[src/rtl/gpmc_pkg.sv]
// Shared types and constants for the GPMC register bridge.
package gpmc_pkg;

  // Bus-side transaction state.
  typedef enum logic [2:0] {
    ST_IDLE,
    ST_ADDR,
    ST_WRITE,
    ST_RD_REQ,
    ST_RD_WAIT,
    ST_RD_DRIVE
  } gpmc_state_t;

  // Depth of the strobe synchronisers and of the matching addr/data/be pipeline.
  localparam int SYNC_STAGES = 2;

  // Read data returned when the register file never answers.
  localparam logic [15:0] GPMC_ERR_DATA = 16'hDEAD;

endpackage

[src/rtl/gpmc_sync.sv]
// Multi-bit flop-chain synchroniser; resets to all ones because GPMC strobes idle high.
module gpmc_sync
  import gpmc_pkg::*;
#(
  parameter int WIDTH = 4
) (
  input  logic             clk,
  input  logic             rst,
  input  logic [WIDTH-1:0] i_d,
  output logic [WIDTH-1:0] o_q
);

  logic [WIDTH-1:0] r_stage [SYNC_STAGES];

  // Shift the asynchronous pin values through the synchroniser chain.
  always_ff @(posedge clk) begin
    if (rst) begin
      for (int i = 0; i < SYNC_STAGES; i++) r_stage[i] <= '1;
    end else begin
      r_stage[0] <= i_d;
      for (int i = 1; i < SYNC_STAGES; i++) r_stage[i] <= r_stage[i-1];
    end
  end

  assign o_q = r_stage[SYNC_STAGES-1];

endmodule

[src/rtl/gpmc_reg_bridge.sv]
// GPMC asynchronous non-multiplexed target converted to a single-cycle-strobe register bus.
module gpmc_reg_bridge
  import gpmc_pkg::*;
#(
  parameter int                    ADDR_WIDTH = 16,
  parameter int                    DATA_WIDTH = 16,
  parameter int                    RD_TIMEOUT = 64,
  parameter logic [DATA_WIDTH-1:0] ERR_DATA   = GPMC_ERR_DATA
) (
  input  logic                  clk,
  input  logic                  rst,
  input  logic                  gpmc_cs_n,
  input  logic                  gpmc_adv_n,
  input  logic                  gpmc_oe_n,
  input  logic                  gpmc_we_n,
  input  logic [1:0]            gpmc_be_n,
  input  logic [ADDR_WIDTH-1:0] gpmc_addr,
  input  logic [DATA_WIDTH-1:0] gpmc_data_i,
  output logic [DATA_WIDTH-1:0] gpmc_data_o,
  output logic                  gpmc_data_oe,
  output logic                  gpmc_wait,
  output logic [ADDR_WIDTH-1:0] reg_addr,
  output logic                  reg_wr_en,
  output logic [DATA_WIDTH-1:0] reg_wr_data,
  output logic [1:0]            reg_wr_be,
  output logic                  reg_rd_en,
  input  logic [DATA_WIDTH-1:0] reg_rd_data,
  input  logic                  reg_rd_valid,
  output logic [7:0]            err_count
);

  localparam int CNT_W = $clog2(RD_TIMEOUT) + 1;

  // Strobes: [3]=cs_n [2]=adv_n [1]=oe_n [0]=we_n
  logic [3:0] w_strb;
  logic [2:0] r_strb_prev;

  gpmc_sync #(.WIDTH(4)) u_sync (
    .clk (clk),
    .rst (rst),
    .i_d ({gpmc_cs_n, gpmc_adv_n, gpmc_oe_n, gpmc_we_n}),
    .o_q (w_strb)
  );

  logic w_cs_n, w_adv_n, w_oe_n, w_we_n;
  logic w_adv_rise, w_oe_fall, w_oe_rise, w_we_fall, w_we_rise;
  assign w_cs_n     = w_strb[3];
  assign w_adv_n    = w_strb[2];
  assign w_oe_n     = w_strb[1];
  assign w_we_n     = w_strb[0];
  assign w_adv_rise = w_adv_n & ~r_strb_prev[2];
  assign w_oe_fall  = ~w_oe_n & r_strb_prev[1];
  assign w_oe_rise  = w_oe_n & ~r_strb_prev[1];
  assign w_we_fall  = ~w_we_n & r_strb_prev[0];
  assign w_we_rise  = w_we_n & ~r_strb_prev[0];

  // Edge-detect stage on the synchronised strobes.
  always_ff @(posedge clk) begin
    if (rst) r_strb_prev <= '1;
    else     r_strb_prev <= w_strb[2:0];
  end

  // Address/data/byte-enable pipeline matched to the synchroniser depth.
  logic [ADDR_WIDTH-1:0] r_addr_pipe [SYNC_STAGES];
  logic [DATA_WIDTH-1:0] r_data_pipe [SYNC_STAGES];
  logic [1:0]            r_be_pipe   [SYNC_STAGES];

  // Delay the bus values so they line up with the synchronised strobes.
  always_ff @(posedge clk) begin
    if (rst) begin
      for (int i = 0; i < SYNC_STAGES; i++) begin
        r_addr_pipe[i] <= '0;
        r_data_pipe[i] <= '0;
        r_be_pipe[i]   <= '1;
      end
    end else begin
      r_addr_pipe[0] <= gpmc_addr;
      r_data_pipe[0] <= gpmc_data_i;
      r_be_pipe[0]   <= gpmc_be_n;
      for (int i = 1; i < SYNC_STAGES; i++) begin
        r_addr_pipe[i] <= r_addr_pipe[i-1];
        r_data_pipe[i] <= r_data_pipe[i-1];
        r_be_pipe[i]   <= r_be_pipe[i-1];
      end
    end
  end

  gpmc_state_t           r_state, w_state_next;
  logic                  r_entered, w_entered_next;
  logic [CNT_W-1:0]      r_cnt, w_cnt_next;
  logic [ADDR_WIDTH-1:0] r_addr, w_addr_next;
  logic                  r_wr_en, w_wr_en_next;
  logic [DATA_WIDTH-1:0] r_wr_data, w_wr_data_next;
  logic [1:0]            r_wr_be, w_wr_be_next;
  logic                  r_rd_en, w_rd_en_next;
  logic [DATA_WIDTH-1:0] r_data_o, w_data_o_next;
  logic                  r_data_oe, w_data_oe_next;
  logic                  r_wait, w_wait_next;
  logic [7:0]            r_err_count, w_err_next;
  logic                  w_err_inc;

  // Next-state and registered-output logic; every output is a flop.
  always_comb begin
    w_state_next   = r_state;
    w_entered_next = 1'b0;
    w_cnt_next     = r_cnt;
    w_addr_next    = r_addr;
    w_wr_en_next   = 1'b0;
    w_wr_data_next = r_wr_data;
    w_wr_be_next   = r_wr_be;
    w_rd_en_next   = 1'b0;
    w_data_o_next  = r_data_o;
    w_data_oe_next = r_data_oe;
    w_wait_next    = r_wait;
    w_err_inc      = 1'b0;

    if (w_cs_n) begin
      // Deselect aborts anything in flight, including a write without a we_n rise.
      w_state_next   = ST_IDLE;
      w_data_oe_next = 1'b0;
      w_wait_next    = 1'b0;
    end else begin
      case (r_state)
        ST_IDLE: begin
          w_state_next   = ST_ADDR;
          w_entered_next = 1'b1;
        end
        ST_ADDR: begin
          if (w_adv_rise || (r_entered && w_adv_n))
            w_addr_next = r_addr_pipe[SYNC_STAGES-1];
          if ((w_we_fall || w_oe_fall) && !w_we_n && !w_oe_n) begin
            w_err_inc = 1'b1;
          end else if (w_we_fall) begin
            w_state_next = ST_WRITE;
          end else if (w_oe_fall) begin
            w_state_next = ST_RD_REQ;
            w_rd_en_next = 1'b1;
            w_wait_next  = 1'b1;
            w_cnt_next   = '0;
          end
        end
        ST_WRITE: begin
          if (w_we_rise) begin
            w_wr_data_next = r_data_pipe[SYNC_STAGES-1];
            w_wr_be_next   = ~r_be_pipe[SYNC_STAGES-1];
            w_wr_en_next   = 1'b1;
            w_state_next   = ST_ADDR;
          end
        end
        ST_RD_REQ, ST_RD_WAIT: begin
          // Valid may coincide with the read strobe itself, so RD_REQ also listens.
          if (reg_rd_valid) begin
            w_data_o_next  = reg_rd_data;
            w_data_oe_next = 1'b1;
            w_wait_next    = 1'b0;
            w_state_next   = ST_RD_DRIVE;
          end else if (r_state == ST_RD_WAIT && r_cnt == CNT_W'(RD_TIMEOUT - 1)) begin
            w_data_o_next  = ERR_DATA;
            w_data_oe_next = 1'b1;
            w_wait_next    = 1'b0;
            w_err_inc      = 1'b1;
            w_state_next   = ST_RD_DRIVE;
          end else begin
            w_cnt_next   = r_cnt + CNT_W'(1);
            w_state_next = ST_RD_WAIT;
          end
        end
        ST_RD_DRIVE: begin
          if (w_oe_rise) begin
            w_data_oe_next = 1'b0;
            w_state_next   = ST_ADDR;
          end
        end
        default: w_state_next = ST_IDLE;
      endcase
    end

    w_err_next = (w_err_inc && r_err_count != 8'hFF) ? r_err_count + 8'd1 : r_err_count;
  end

  // State and output registers.
  always_ff @(posedge clk) begin
    if (rst) begin
      r_state     <= ST_IDLE;
      r_entered   <= 1'b0;
      r_cnt       <= '0;
      r_addr      <= '0;
      r_wr_en     <= 1'b0;
      r_wr_data   <= '0;
      r_wr_be     <= '0;
      r_rd_en     <= 1'b0;
      r_data_o    <= '0;
      r_data_oe   <= 1'b0;
      r_wait      <= 1'b0;
      r_err_count <= '0;
    end else begin
      r_state     <= w_state_next;
      r_entered   <= w_entered_next;
      r_cnt       <= w_cnt_next;
      r_addr      <= w_addr_next;
      r_wr_en     <= w_wr_en_next;
      r_wr_data   <= w_wr_data_next;
      r_wr_be     <= w_wr_be_next;
      r_rd_en     <= w_rd_en_next;
      r_data_o    <= w_data_o_next;
      r_data_oe   <= w_data_oe_next;
      r_wait      <= w_wait_next;
      r_err_count <= w_err_next;
    end
  end

  assign gpmc_data_o  = r_data_o;
  assign gpmc_data_oe = r_data_oe;
  assign gpmc_wait    = r_wait;
  assign reg_addr     = r_addr;
  assign reg_wr_en    = r_wr_en;
  assign reg_wr_data  = r_wr_data;
  assign reg_wr_be    = r_wr_be;
  assign reg_rd_en    = r_rd_en;
  assign err_count    = r_err_count;

endmodule
[config.mk]
export PLATFORM = sky130hd
export DESIGN_NAME = gpmc_reg_bridge
export DESIGN_NICKNAME = d
export VERILOG_FILES = /design/src/rtl/gpmc_pkg.sv /design/src/rtl/gpmc_sync.sv /design/src/rtl/gpmc_reg_bridge.sv
export SDC_FILE = /design/constraint.sdc
export NUM_CORES = 1
export LEC_CHECK = 0
export ABC_AREA = 1
export BUFFER_PORTS_ARGS = -buffer_cell sky130_fd_sc_hd__buf_2
export CAP_MARGIN = 0
export CORE_MARGIN = 2
export CORE_UTILIZATION = 55
export DETAILED_ROUTE_END_ITERATION = 12
export GPL_ROUTABILITY_DRIVEN = 0
export GPL_TIMING_DRIVEN = 0
export PLACE_DENSITY = 0.82
export SLEW_MARGIN = 20
export SYNTH_ARGS = -nofsm -noshare
export SYNTH_HDL_FRONTEND = slang
export SYNTH_SLANG_ARGS = --single-unit
export TNS_END_PERCENT = 1
[constraint.sdc]
create_clock -name clk -period 2.7 [get_ports clk]
set_clock_uncertainty 0.2 [all_clocks]
set_input_delay 0.54 -clock clk [delete_from_list [all_inputs] [get_ports clk]]
set_output_delay 0.54 -clock clk [all_outputs]
set_load 0.01 [all_outputs]
==> results of run 1 <==
[cell type report]
type / instances / share of cell area
buffer: 24 / 0.01667
clock buffer: 18 / 0.06255
clock inverter: 14 / 0.02341
inverter: 97 / 0.05449
multi-input combinational: 388 / 0.2742
sequential: 152 / 0.4554
tap: 129 / 0.02416
timing repair buffer: 118 / 0.08914
[synth_stat cells, types with 4 or more instances]
cell      instances  share of area
dfxtp_1         152           0.57
clkbuf_1         19          0.013
a21oi_1          24          0.022
nor3_1            8         0.0075
nand2_2           4         0.0047
o21ai_0          50          0.047
nor2_1          167           0.12
nand3_1          30          0.028
nor3_2            6          0.011
inv_1            94          0.066
or2_2            12          0.014
nand2_1          58          0.041
nand2_4           5          0.011
nor2_2            5         0.0058
xor2_1            5         0.0082
[worst max-delay path: cells and delay by family, from the launching register on]
kind	cells	cell delay, ns
and+or+nand+nor	4	0.55
AOI/OAI and AO/OA	2	0.39
DFF	1	0.38
adders and majority gates	1	0.24
buffers and inverters	1	0.17
[cell families after synthesis]
kind of cell               after synthesis  share of synthesized area
and+or+nand+nor                        304                     0.2544
buffers and inverters                  121                    0.08887
adders and majority gates                2                   0.004677
DFF                                    152                     0.5688
xor gates and xnor gates                 5                   0.008185
AOI/OAI and AO/OA                       77                    0.07507
[power by group through the flow]
stage	Clock [mW]	Combinational, mW	Sequential (mW)
5_1_grt	2.38	0.192	2.32
3_5_place_dp	0	0.164	2.36
6_report	2.25	0.168	2.31
4_1_cts	2.26	0.168	2.31
3_3_place_gp	0	0.157	2.36
2_1_floorplan	0	0.0934	2.36
[layer usage]
| metal | vias up | GRT usage |
|---|---|---|
| met5 | - | 0 |
| met2 | 131 | 0.4178 |
| met1 | 2057 | 0.2581 |
| li1 | 2301 | - |
| met4 | 0 | 0.1026 |
| met3 | 26 | 0.05627 |
[sequential cells by signal (all words and copies together) (netlist names), 2 cells and up]
name	cells
r_strb_prev	3
u_sync.r_stage	8
r_data_pipe	32
gpmc_data_o	16
reg_addr	16
r_addr_pipe	32
err_count	8
reg_wr_be	2
reg_wr_data	16
r_cnt	7
r_state	3
r_be_pipe	4
[worst max path at each step]
stage                                from                      endpoint  slack (ns)  cells past startpoint
finish              r_cnt[0]$_SDFFE_PP0P_   gpmc_data_o[4]$_SDFFE_PP0P_        0.69                      8
global placement                      rst   reg_wr_data[5]$_SDFFE_PP0P_        0.60                      6
floorplan           r_cnt[0]$_SDFFE_PP0P_  gpmc_data_o[14]$_SDFFE_PP0P_        0.95                      9
CTS                 r_cnt[0]$_SDFFE_PP0P_  gpmc_data_o[11]$_SDFFE_PP0P_        0.70                      9
detailed placement                    rst   reg_wr_data[5]$_SDFFE_PP0P_        0.54                      6
global route        r_cnt[0]$_SDFFE_PP0P_   gpmc_data_o[4]$_SDFFE_PP0P_        0.53                      8
==> impl_results.md, run 1 <==
- Logic pwr share: 0.036
- End of the worst register-to-register path: gpmc_data_o[4]$_SDFFE_PP0P_
- CTS tree: yes
- Worst IR Drop VDD: 0.4053 mV
- Root Driver: clkbuf_8
- Unique masters post-synth: 29
- Core area: 9328 µm²
- Wire per inst: 12.30 µm
- Crit path time final: 2.007 ns
- # hold bufs at CTS: 1
- Lkg Pwr: 3.213 nW
- Num rows: 35
- Total power: 4.730 mW
- Sink Count: 152
- R2R cell count: 8
- Commonest cells after routing, fill and taps aside: 167 x nor2_1, 152 x dfxtp_1, 119 x buf_2
- Net switching power: 1.104 mW
- Longest Clk Path Bufs: 2
- Placed Area: 6097 µm²
- Metal3 WL: 615 µm
- Fmax: 0.4982 GHz
- DR top layer: met4
- Final Hold Fails: 0
- Post-route DRC: 0
- FF/Latch Area: 3043 µm²
- Sequential share of power: 0.489
- Final nets: 857
- Critical path's slowest cell: dfxtp_1
- Crit-path max cell delay: 0.38 ns
- Worst setup EP type: flip-flop
- M1 wire length: 4634 µm
- Fill cell count: 701
- #FFs+latches synth: 152
- Critical Path RT: 2.94 ns
- Async SR Flop Fraction: 0
- Fraction of layout cells with a size suffix above 1: 0.2392
- Tcrit/Tclk final: 0.7434
- Setup Viol. Count Final: 0
- Yosys Warn Count: 0
- Syn-to-layout area delta: 24.88%
- Cell Area, Synth: 5350 µm²
- Area of the multi-input gates: 1832 µm²
- Num CTS Buffers: 17
- Mapped Cells: 661
- Hold endpoint: r_be_pipe[0][1]$_SDFF_PP1_
- PD cells: 707.9 nW/µm²
- Total track usage: 0.2315
- Internal: 3.626 mW
- Final wirelength: 11560 µm
- Startpoint Class: flip-flop
- Worst Hold Launch: gpmc_be_n[1]
- DR iter-0 viols: 197
- Status: finished clean
- Clk_lat worst skew: 0.51 ns
- Syn Area/Cell: 8.094 µm²
- Finished Layout Cells: 940
- First-pass GRT wire length: 18880 µm
- Syn_nets: 720
- H-tree depth: 4
- Critical Path AT: 2.24 ns
- Switching Share: 0.2333
- Max-cap violations: 0
- Worst-Margin Slew: 0.5527 ns
- Largest net degree at the start of global routing: 17
- Routed Antenna Nets: 0
- Vias per Instance: 4.803
- Clock power share: 0.475
- CP Max Fanout: 10
- Ant diodes: 0
- R2R Path Start: r_cnt[0]$_SDFFE_PP0P_
- FF-to-FF setup slack: 0.69 ns
- Hold path cells: 2
- Post-CTS Setup Inserts: 0
- Final core occ: 0.7163
- RSZ-0062 raised after global routing: false
- CTS resizes: 0
- Met2 WL: 6065 µm
- Fin. max-slew vios: 0
- Io pins: 119
- EDFF count, synth: 0
- Post-Place Worst Slack: 0.5395 ns
- Final Cell Area: 6681 µm²
- Synth Flop Type: dfxtp_1
- Crit path cell chain: ha_1 -> nand3_2 -> nor2_2 -> nand2_4 -> a21oi_4 -> buf_6 -> nand3_1 -> a21oi_1
- Setup Crit Path Kind: reg2reg
- Final setup margin: 0.6927 ns
- Final HPWL DP: 8118 µm
- GRT overflow: 0
- Worst hold margin: 0.02273 ns
- First drt pass iteration count: 6
- Vias in the first global route: 4369
- Clock Pin Slew Worst Setup and Hold Paths: 0.07 ns
- Setup total negative slack: 0 ns
- Initial antenna violation count: 0
- DIE AREA: 10530 µm²
- Port buffer count: 117
- Seq/Total Area, Yosys: 0.5688
- Hold Crit Class: in2reg
- Relative slew slack: 0.6315
- Starting density of the core: 0.5736
- Via count: 4515
- Most common cell after layout, fill and taps aside: nor2_1
- DP Cell Count: 907
- Die width: 102.6 µm
- Die outline height: 102.6 µm
No activity file was read; power rests on OpenSTA's default activity.
==> run 2, diff against run 1 <==
Settings changed: CORE_UTILIZATION 55 to 48, PLACE_DENSITY 0.82 to 0.76.
Clock period 2.7 ns to 1.7 ns, I/O delays scaled along.
==> impl_results.md, run 2 (synthesis results as in run 1) <==
- Io pins: 119
- Vias in the first global route: 4733
- Final Cell Area: 7457 µm²
- Total power: 7.662 mW
- Hold Crit Class: in2reg
- Setup Viol. Count Final: 11
- Violated checks: setup timing
- R2R Path Start: r_cnt[1]$_SDFFE_PP0P_
- Startpoint Class: flip-flop
- Worst setup EP type: flip-flop
- FF-to-FF setup slack: -0.02 ns
- RSZ-0062 raised after global routing: true
- Starting density of the core: 0.4935
- Lkg Pwr: 3.499 nW
- Setup Crit Path Kind: reg2reg
- M1 wire length: 5595 µm
- Setup total negative slack: -0.1027 ns
- Crit path time final: 1.720 ns
- Syn-to-layout area delta: 39.38%
- CTS tree: yes
- End of the worst register-to-register path: gpmc_data_o[15]$_SDFFE_PP0P_
- Fmax: 0.5815 GHz
- Worst Setup EP: gpmc_data_o[15]$_SDFFE_PP0P_
- Port buffer count: 117
- Top flop regs: r_addr_pipe (32), r_data_pipe (32)
- Clock Pin Slew Worst Setup and Hold Paths: 0.06 ns
- Via count: 4825
- Wire per inst: 13.21 µm
- R2R cell count: 9
- Final setup margin: -0.01955 ns
- Final Hold Fails: 0
- Critical Path AT: 1.91 ns
- Routed Antenna Nets: 0
- Final nets: 917
- Max-cap violations: 0
- Fill cell count: 818
- First drt pass iteration count: 5
- Worst IR Drop VDD: 0.7272 mV
- Commonest cells after routing, fill and taps aside: 164 x nor2_1, 144 x dfxtp_1, 118 x buf_2
- Fin. max-slew vios: 0
- Most common cell after layout, fill and taps aside: nor2_1
- Die outline height: 109.6 µm
- Met2 WL: 6820 µm
- Metal3 WL: 704 µm
- DR top layer: met4
- Worst-Margin Slew: 0.6751 ns
- Post-route DRC: 0
- H-tree depth: 4
- Final wirelength: 13360 µm
- GRT overflow: 0
- PD cells: 1027 nW/µm²
- Tcrit/Tclk final: 1.011
- Worst hold margin: 0.1874 ns
- Status: complete, but fails checks
- Vias per Instance: 4.773
- Core area: 10840 µm²
- Final HPWL DP: 8496 µm
- Num rows: 38
- Clk_lat worst skew: 0.51 ns
- DIE AREA: 12010 µm²
- Total track usage: 0.2236
- Placed Area: 6118 µm²
- Relative slew slack: 0.5499
- Die width: 109.6 µm
- Num CTS Buffers: 17
- Ant diodes: 0
- Root Driver: clkbuf_8
- Fraction of layout cells with a size suffix above 1: 0.2618
- First-pass GRT wire length: 20950 µm
- Sink Count: 152
- Longest Clk Path Bufs: 2
- Largest net degree at the start of global routing: 17
- CP Max Fanout: 10
- Initial antenna violation count: 0
- Critical Path RT: 1.89 ns
- DR iter-0 viols: 247
- Worst setup startpoint: r_cnt[1]$_SDFFE_PP0P_
-- run 2: power breakdown --
group	switching [mW]	total [mW]	internal (mW)
Combinational	0.190	0.378	0.188
Clock	1.40	3.61	2.21
Sequential	0.0262	3.67	3.65
Total	1.62	7.66	6.05
-- run 2: how the worst min path moves through the flow --
stage	to	start	cells after the start
global placement	u_sync.r_stage[0][4]$_SDFF_PP1_	u_sync.r_stage[0][0]$_SDFF_PP1_	1
finish	gpmc_data_o[0]$_SDFFE_PP0P_	reg_rd_valid	4
CTS	gpmc_data_o[0]$_SDFFE_PP0P_	reg_rd_valid	4
detailed placement	r_data_pipe[1][10]$_SDFF_PP0_	r_data_pipe[0][10]$_SDFF_PP0_	2
global route	gpmc_data_o[0]$_SDFFE_PP0P_	reg_rd_valid	4
floorplan	reg_wr_be[0]$_SDFFE_PP0P_	r_be_pipe[0][2]$_SDFF_PP1_	1
-- run 2: layout make-up --
cell class	instances	area, µm²	share of cell area
sequential	152	3058	0.4101
multi-input combinational	390	1981	0.2656
timing repair buffer	176	1166	0.1564
clock buffer	22	462.9	0.06208
inverter	97	364.1	0.04883
tap	140	175.2	0.02349
buffer	24	131.4	0.01762
clock inverter	10	118.9	0.01594
-- run 2: critical path, cell delays in order (launching register included) --
cell and delay, ns:
dfxtp_2 0.36, ha_4 0.16, nand3_4 0.09, nor2_4 0.16, nand2_4 0.11, nand2_8 0.11, nand2_8 0.08, buf_12 0.15
nor3_2 0.10, nor2_1 0.06
-- run 2: per-stage QoR --
step / setup slack (ns) / instances / util
final: -0.01955 / 1011 / 0.6879
after CTS: -0.04267 / 1008 / 0.6776
after global placement: -0.2562 / 918 / 0.5644
after detailed placement: -0.3210 / 918 / 0.5644
after floorplan: 0.003253 / 661 / -
after global routing: -0.09387 / 1011 / 0.6879
-- run 2: what timing repair did --
item | in CTS | in global routing
pin swaps | 5 | 6
cloned | 0 | 2
setup buffers | 3 | 1
hold buffers | 55 | 0
endpoints found under the hold margin | 54 | 0
setup endpoints to repair | 54 | 55
gates resized for setup | 22 | 29
-- run 2: routing by layer --
layer,GRT usage,up-vias
met1,0.2532,2226
met5,0,-
met3,0.06283,22
met4,0.07052,0
met2,0.4052,152
li1,-,2425
